==> config.mk <==
export PLATFORM = sky130hd
export DESIGN_NAME = sfu_lut_loader
export DESIGN_NICKNAME = d
export VERILOG_FILES = /design/src/rtl/sfu_lut_loader.sv
export SDC_FILE = /design/constraint.sdc
export NUM_CORES = 1
export LEC_CHECK = 0
export CAP_MARGIN = 10
export CORE_MARGIN = 2
export CORE_UTILIZATION = 40
export DETAILED_ROUTE_END_ITERATION = 6
export PLACE_DENSITY_LB_ADDON = 0.12
export SYNTH_ARGS = -nofsm -noshare
export SYNTH_HDL_FRONTEND = slang
export SYNTH_SLANG_ARGS = --single-unit
==> constraint.sdc <==
create_clock -name clk -period 4.3 [get_ports clk]
set_input_delay 0.86 -clock clk [delete_from_list [all_inputs] [get_ports clk]]
set_output_delay 0.86 -clock clk [all_outputs]
set_load 0.02 [all_outputs]
==> src/rtl/sfu_lut_loader.sv <==
`default_nettype none
// ============================================================================
//  Module   : sfu_lut_loader
//  Purpose  : Streams LUT contents from the CFG/DMA stream into the SFU lookup
//             tables. Broadcasts each entry to a mask of banks and wraps the
//             address modulo LUT_DEPTH. Can optionally read every written bank
//             back and compare a per-bank checksum against the write checksum.
//  Revision : 1.0 - initial release
// ----------------------------------------------------------------------------
//  Ports
//    clk, rst                 clock; asynchronous active-low reset
//    cfg_start / cfg_abort    single-cycle start / abort strobes
//    cfg_base / cfg_len       first address / entry count (0..LUT_DEPTH)
//    cfg_bank_mask            banks written (broadcast)
//    cfg_verify               run readback-verify pass after write
//    s_valid / s_data / s_ready   input data stream
//    lut_wr_*                 LUT write port (registered)
//    lut_rd_*                 LUT read port; lut_rd_data one cycle after en
//    busy / done / aborted    status; done is a one-cycle pulse
//    err / err_bank_mask      verify mismatch, sticky until next start
//    wr_sum                   modulo-2^SUM_W sum of accepted data
// ============================================================================
module sfu_lut_loader #(
  parameter  int LUT_DEPTH = 4096,
  parameter  int ADDR_W    = 12,
  parameter  int DATA_W    = 16,
  parameter  int NUM_BANKS = 2,
  parameter  int SUM_W     = 32,
  localparam int BANK_W    = (NUM_BANKS > 1) ? $clog2(NUM_BANKS) : 1
) (
  input  logic                 clk,
  input  logic                 rst,
  input  logic                 cfg_start,
  input  logic                 cfg_abort,
  input  logic [ADDR_W-1:0]    cfg_base,
  input  logic [ADDR_W:0]      cfg_len,
  input  logic [NUM_BANKS-1:0] cfg_bank_mask,
  input  logic                 cfg_verify,
  input  logic                 s_valid,
  input  logic [DATA_W-1:0]    s_data,
  output logic                 s_ready,
  output logic                 lut_wr_en,
  output logic [NUM_BANKS-1:0] lut_wr_mask,
  output logic [ADDR_W-1:0]    lut_wr_addr,
  output logic [DATA_W-1:0]    lut_wr_data,
  output logic                 lut_rd_en,
  output logic [BANK_W-1:0]    lut_rd_bank,
  output logic [ADDR_W-1:0]    lut_rd_addr,
  input  logic [DATA_W-1:0]    lut_rd_data,
  output logic                 busy,
  output logic                 done,
  output logic                 aborted,
  output logic                 err,
  output logic [NUM_BANKS-1:0] err_bank_mask,
  output logic [SUM_W-1:0]     wr_sum
);

  typedef enum logic [2:0] {
    S_IDLE   = 3'd0,
    S_WRITE  = 3'd1,
    S_FLUSH  = 3'd2,
    S_VERIFY = 3'd3,
    S_VWAIT  = 3'd4,
    S_DONE   = 3'd5
  } state_t;

  localparam logic [ADDR_W:0] c_max_len = (ADDR_W+1)'(LUT_DEPTH);
  localparam logic [ADDR_W:0] c_one     = (ADDR_W+1)'(1);

  state_t                 r_state, w_state_nxt;
  logic [ADDR_W-1:0]      r_base;
  logic [ADDR_W:0]        r_len;
  logic [NUM_BANKS-1:0]   r_mask;
  logic                   r_verify;
  logic [ADDR_W:0]        r_cnt;      // beats accepted so far
  logic [ADDR_W:0]        r_ridx;     // read index within current bank
  logic [BANK_W-1:0]      r_bank;     // bank currently being read
  logic                   r_rd_vld;   // lut_rd_data valid this cycle
  logic                   r_rd_last;  // ... and it is the bank's last entry
  logic [BANK_W-1:0]      r_rd_bank;
  logic [SUM_W-1:0]       r_rd_sum;

  logic                   w_start, w_abort, w_accept, w_last_beat, w_rd_last;
  logic [ADDR_W:0]        w_len;
  logic [BANK_W-1:0]      w_nb;
  logic                   w_nb_found;
  logic [SUM_W-1:0]       w_bank_sum;

  // Out-of-range lengths saturate to one full table.
  assign w_len      = (cfg_len > c_max_len) ? c_max_len : cfg_len;
  assign w_start    = (r_state == S_IDLE) && cfg_start;
  assign w_abort    = (r_state != S_IDLE) && cfg_abort;
  assign w_accept   = s_valid && s_ready;
  assign w_last_beat = w_accept && ((r_cnt + c_one) == r_len);
  assign w_rd_last  = lut_rd_en && (r_ridx == (r_len - c_one));
  assign w_bank_sum = r_rd_sum + SUM_W'(lut_rd_data);

  // Next bank to read: in FLUSH the lowest masked bank, in VERIFY the lowest
  // masked bank above the current one (so banks follow back-to-back).
  always_comb begin
    w_nb       = '0;
    w_nb_found = 1'b0;
    for (int i = NUM_BANKS - 1; i >= 0; i--) begin
      if (r_mask[i] && ((r_state != S_VERIFY) || (i > int'(r_bank)))) begin
        w_nb       = BANK_W'(i);
        w_nb_found = 1'b1;
      end
    end
  end

  always_ff @(posedge clk or negedge rst) begin
    if (!rst) r_state <= S_IDLE;
    else      r_state <= w_state_nxt;
  end

  always_comb begin
    w_state_nxt = r_state;
    busy        = (r_state != S_IDLE);
    done        = (r_state == S_DONE);
    s_ready     = (r_state == S_WRITE) && (r_cnt != r_len);
    lut_rd_en   = (r_state == S_VERIFY);
    lut_rd_bank = '0;
    lut_rd_addr = '0;
    if (lut_rd_en) begin
      lut_rd_bank = r_bank;
      lut_rd_addr = r_base + r_ridx[ADDR_W-1:0];
    end
    case (r_state)
      S_IDLE:   if (cfg_start) w_state_nxt = (w_len == '0) ? S_FLUSH : S_WRITE;
      S_WRITE:  if (w_last_beat) w_state_nxt = S_FLUSH;
      S_FLUSH:  w_state_nxt = (r_verify && (r_mask != '0) && (r_len != '0)) ? S_VERIFY : S_DONE;
      S_VERIFY: if (w_rd_last && !w_nb_found) w_state_nxt = S_VWAIT;
      // Leave only once the final read data has been folded into err, so
      // err/err_bank_mask are already stable when done pulses.
      S_VWAIT:  if (!r_rd_vld) w_state_nxt = S_DONE;
      S_DONE:   w_state_nxt = S_IDLE;
      default:  w_state_nxt = S_IDLE;
    endcase
    if (w_abort) w_state_nxt = S_IDLE;
  end

  always_ff @(posedge clk or negedge rst) begin
    if (!rst) begin
      r_base        <= '0;
      r_len         <= '0;
      r_mask        <= '0;
      r_verify      <= 1'b0;
      r_cnt         <= '0;
      r_ridx        <= '0;
      r_bank        <= '0;
      r_rd_vld      <= 1'b0;
      r_rd_last     <= 1'b0;
      r_rd_bank     <= '0;
      r_rd_sum      <= '0;
      lut_wr_en     <= 1'b0;
      lut_wr_mask   <= '0;
      lut_wr_addr   <= '0;
      lut_wr_data   <= '0;
      aborted       <= 1'b0;
      err           <= 1'b0;
      err_bank_mask <= '0;
      wr_sum        <= '0;
    end else begin
      lut_wr_en   <= 1'b0;
      lut_wr_mask <= '0;

      if (w_start) begin
        r_base        <= cfg_base;
        r_len         <= w_len;
        r_mask        <= cfg_bank_mask;
        r_verify      <= cfg_verify;
        r_cnt         <= '0;
        r_rd_sum      <= '0;
        aborted       <= 1'b0;
        err           <= 1'b0;
        err_bank_mask <= '0;
        wr_sum        <= '0;
      end

      if (w_abort) aborted <= 1'b1;

      // A beat accepted in the abort cycle is counted but never written.
      if (w_accept) begin
        r_cnt <= r_cnt + c_one;
        if (!cfg_abort) begin
          lut_wr_en   <= 1'b1;
          lut_wr_mask <= r_mask;
          lut_wr_addr <= r_base + r_cnt[ADDR_W-1:0];
          lut_wr_data <= s_data;
          wr_sum      <= wr_sum + SUM_W'(s_data);
        end
      end

      if (r_state == S_FLUSH) begin
        r_bank <= w_nb;
        r_ridx <= '0;
      end else if (lut_rd_en) begin
        if (w_rd_last) begin
          r_bank <= w_nb;
          r_ridx <= '0;
        end else begin
          r_ridx <= r_ridx + c_one;
        end
      end

      r_rd_vld  <= lut_rd_en && !cfg_abort;
      r_rd_last <= w_rd_last;
      r_rd_bank <= lut_rd_bank;

      if (r_rd_vld) begin
        if (r_rd_last) begin
          r_rd_sum <= '0;
          if (w_bank_sum != wr_sum) begin
            err                      <= 1'b1;
            err_bank_mask[r_rd_bank] <= 1'b1;
          end
        end else begin
          r_rd_sum <= w_bank_sum;
        end
      end
    end
  end

endmodule
`default_nettype wire

==> results.md <==
- Root Buffer: clkbuf_16
- Count of different cell masters after synthesis: 89
- Area share of the largest cell type after synthesis: 34.9%
- Routability cong.: 0.887
- Setup TNS: 0 ns
- P_int: between 4 and 5 mW
- Syn avg cell area: approximately 8.4 um2
- Endpoint type of the worst setup path: flop
- Mapped Cells: 1,363
- Grt total ovfl: 0
- Status: completed
- Storage cell area: around 4000 um2
- Top cells by area, synth: dfrtp_1 (35%), nand2_1 (7.2%), ha_1 (6.2%)
- Layout Cells excl Fill: ~1,900
- Seq pwr share: 30.0%
- Relative slew margins: a little under a third
- Area Overhead vs Synth: 22.2%
- Synth cell count leaders: nand2_1 (220), dfrtp_1 (160), nor2_1 (105), o21ai_0 (100), a21oi_1 (69)
- NetSw: approximately 3.5 mW
- Setup slack, reg-to-reg: around 0.84 ns
- Site row count: a little over 60
- Final WS setup: approximately 0.37 ns
- Synthesized area: 11,500 um2
- Required @ worst endpoint: about 4.6 ns
- Multi-input logic area: about 7000 um2
- Setup Buffers After CTS: 0
- Critical R2R Capture: err_bank_mask[1]$_DFF_PN0_
- R2r startpoint: r_rd_sum[0]$_DFFE_PN0P_
- Kind of critical path: in -> reg
- P_leak: around 6.3 nW
- Fmax: 254 MHz
- Part of the power in the clock network: approximately 18%
- Port Buf Inserts: 148
- H-tree depth: 4
- DP HPWL: between 20,000 and 30,000 um
- Clock-pin slew on the worst setup and hold paths: roughly 0.070 ns
- Peak supply drop: between 0.0002 and 0.0003 V
- Worst Max-Slew Pin Slew: ~1.0 ns
- Detailed Route Iter0 Violations: ~620
- Initial Utilization: 40.4%
- Fin Clk Skew: around 0.014 ns
- CTS tree: built
- Largest net degree at the start of global routing: between 70 and 80
- CTS Sinks: between 150 and 200
- Warnings from Yosys: 0
- Worst Reg-to-Reg Cells: 14
- RSZ-0062 raised after global routing: no
- Mapped Nets: roughly 1,500
- Number of remaining DRC errors: 0
- Avg WL per Cell: 17.9 um
- Final net count: between 1,500 and 2,000
- Placed insts: 1,867
- Via count: approximately 10,000
- GRT Total Usage: 22.9%
- Crit share post-route: 91.5%
- Place WS: -0.0458 ns
- Antenna violations before repair: 0
- Clk Latency, worst-skew pair: between 0.4 and 0.5 ns
- Logic pwr share: between 50 and 60%
- First-pass GRT wire length: 54,900 um
- Max-cap check violation count: 0
- Final Setup Violations: 0
- Post-synth ARST share: between 90% and 100%
- P per Cell Area: between 500 and 600 nW/um2
- Antenna diodes: 0
- Seq/Total Area, Yosys: 34.9%
- Final wirelength: between 30,000 and 40,000 um
- Area leader, netlist: dfrtp_1
- Most frequent cell after synthesis: nand2_1
- Critical path data arrival time: 4.25 ns
- Avg Vias per Cell: 5.51
- Worst-path fanout max: 5
- Hold Fails Final Rpt: 0
- Switching Share: 43.6%
- Ys flop type: dfrtp_1
- CTS Buf Count: 17
- Antenna Nets Post-Route: 0
- Number of global-route vias before repair: roughly 10,000
- Final min period: about 3.9 ns
- Hold WC Path Type: in -> async
- Core ar.: between 20,000 and 30,000 um2
- Die width: about 170 um
- Share of layout cells above drive strength 1: approximately 7.7%
- Post-synth EDFFs: 0
- # fillers: approximately 2,800
- Die ar.: around 30,000 um2
- IO Count: ~150
- Synth Register Bits: 160
- Slew Viols, Final: 0
- Die Y: approximately 170 um
- CTS Buffer Depth: 2
- Element type at the critical path start: primary input
- Drt pass-1 iters: 5
## power groups by stage
stage / Clock (mW) / Sequential, mW / Combinational [mW]
floorplan: 0 / 2.41 / 2.74
global route: 1.58 / 2.47 / 4.58
global placement: 0 / 2.42 / 4.09
CTS: 1.51 / 2.40 / 4.15
detailed placement: 0 / 2.43 / 4.12
finish: 1.47 / 2.41 / 4.13
## sequential cells by signal, summed over array words and instances, names as in the netlist
name and count:
r_rd_sum 32, r_rd_last 1, r_len 13, wr_sum 32
r_mask 2, r_rd_bank 1, r_base 12, err 1
lut_wr_data 16, aborted 1, err_bank_mask 2, lut_wr_mask 2
lut_wr_addr 12, r_ridx 13, r_verify 1, r_bank 1
r_cnt 13, r_rd_vld 1, r_state 3, lut_wr_en 1
## routing by layer
layer  vias to the layer above  wire (um)  global-route usage (%)
li1                       5126          -                       -
met3                        49       1360                    2.96
met1                      5014      15000                    29.6
met5                         -          0                       0
met4                         0        770                    7.24
met2                       268      16800                    39.8
## cell families after synthesis
kind of cell,count (synthesis),synth area share [%]
and+or+nand+nor,548,23.2
AOI/OAI and AO/OA,339,19.4
DFF,160,34.9
xor gates and xnor gates,126,9.98
buffers and inverters,112,4.18
adders and majority gates,61,6.90
muxes,17,1.54
## worst max-delay path, cell delays in order
cell and delay, ns:
clkdlybuf4s50_1 0.42, ha_1 0.23, inv_1 0.07, fa_1 0.19, and2b_1 0.20, buf_4 0.13
o221a_4 0.24, o2111ai_1 0.34, nand2_1 0.19, and3_1 0.22, a2111oi_0 0.41, nand4_1 0.21
nor4_2 0.31, buf_4 0.17, o21ai_1 0.06
## worst max path at each step
stage,startpoint,cells after the start,slack [ns],to
finish,lut_rd_data[0],15,0.37,err_bank_mask[1]$_DFF_PN0_
global route,r_base[1]$_DFFE_PN0P_,11,0.05,lut_rd_addr[11]
floorplan,lut_rd_data[0],12,0.82,err_bank_mask[1]$_DFF_PN0_
detailed placement,lut_rd_data[0],14,-0.05,err_bank_mask[1]$_DFF_PN0_
CTS,r_base[0]$_DFFE_PN0P_,11,0.07,lut_rd_addr[8]
global placement,lut_rd_data[0],14,-0.08,err_bank_mask[1]$_DFF_PN0_
## per-stage QoR
stage               hold WS (ns)  instance area [um2]  power (mW)  utilization (%)
floorplan                  0.438                11500        5.15                -
global placement           0.457                13500        6.51             47.3
detailed placement         0.462                13500        6.55             47.3
CTS                        0.405                14000        8.07             49.3
global route               0.426                14000        8.63             49.3
finish                     0.401                14000        8.01             49.3
## repair_timing
item                                    CTS  global route
hold endpoints to repair                  0             0
gates resized for setup                   4             7
endpoints found under the setup margin    2             4
hold buffers                              0             0
## layout by cell type, fill, tap and decap left out, types with 9 or more instances in the layout
master	synthesis	routed
nand2_1	220	219
o211ai_1	11	11
nand3_1	43	43
and2_1	11	11
mux2i_1	12	12
nand4_1	21	21
clkdlybuf4s50_1	0	143
o31ai_1	19	19
and3_1	29	29
a21o_1	20	20
ha_1	57	57
a31oi_1	16	16
clkbuf_16	0	17
a22o_1	15	15
o21ai_0	100	100
xnor2_1	68	68
xor2_1	55	55
inv_1	38	38
dfrtp_1	160	160
nor2_1	105	104
buf_4	2	44
nor3_1	28	28
nor2b_1	10	9
a21oi_1	69	68
## area by class of cell
cell class / count / area share [%]
Inverter: 39 / 1.04
Timing Repair Buffer: 193 / 13.0
Multi-Input combinational cell: 1091 / 50.0
Sequential cell: 160 / 28.5
Clock inverter: 12 / 0.704
Clock buffer: 20 / 3.25
Tap cell: 384 / 3.42
Power figures use the tool's default switching activity.
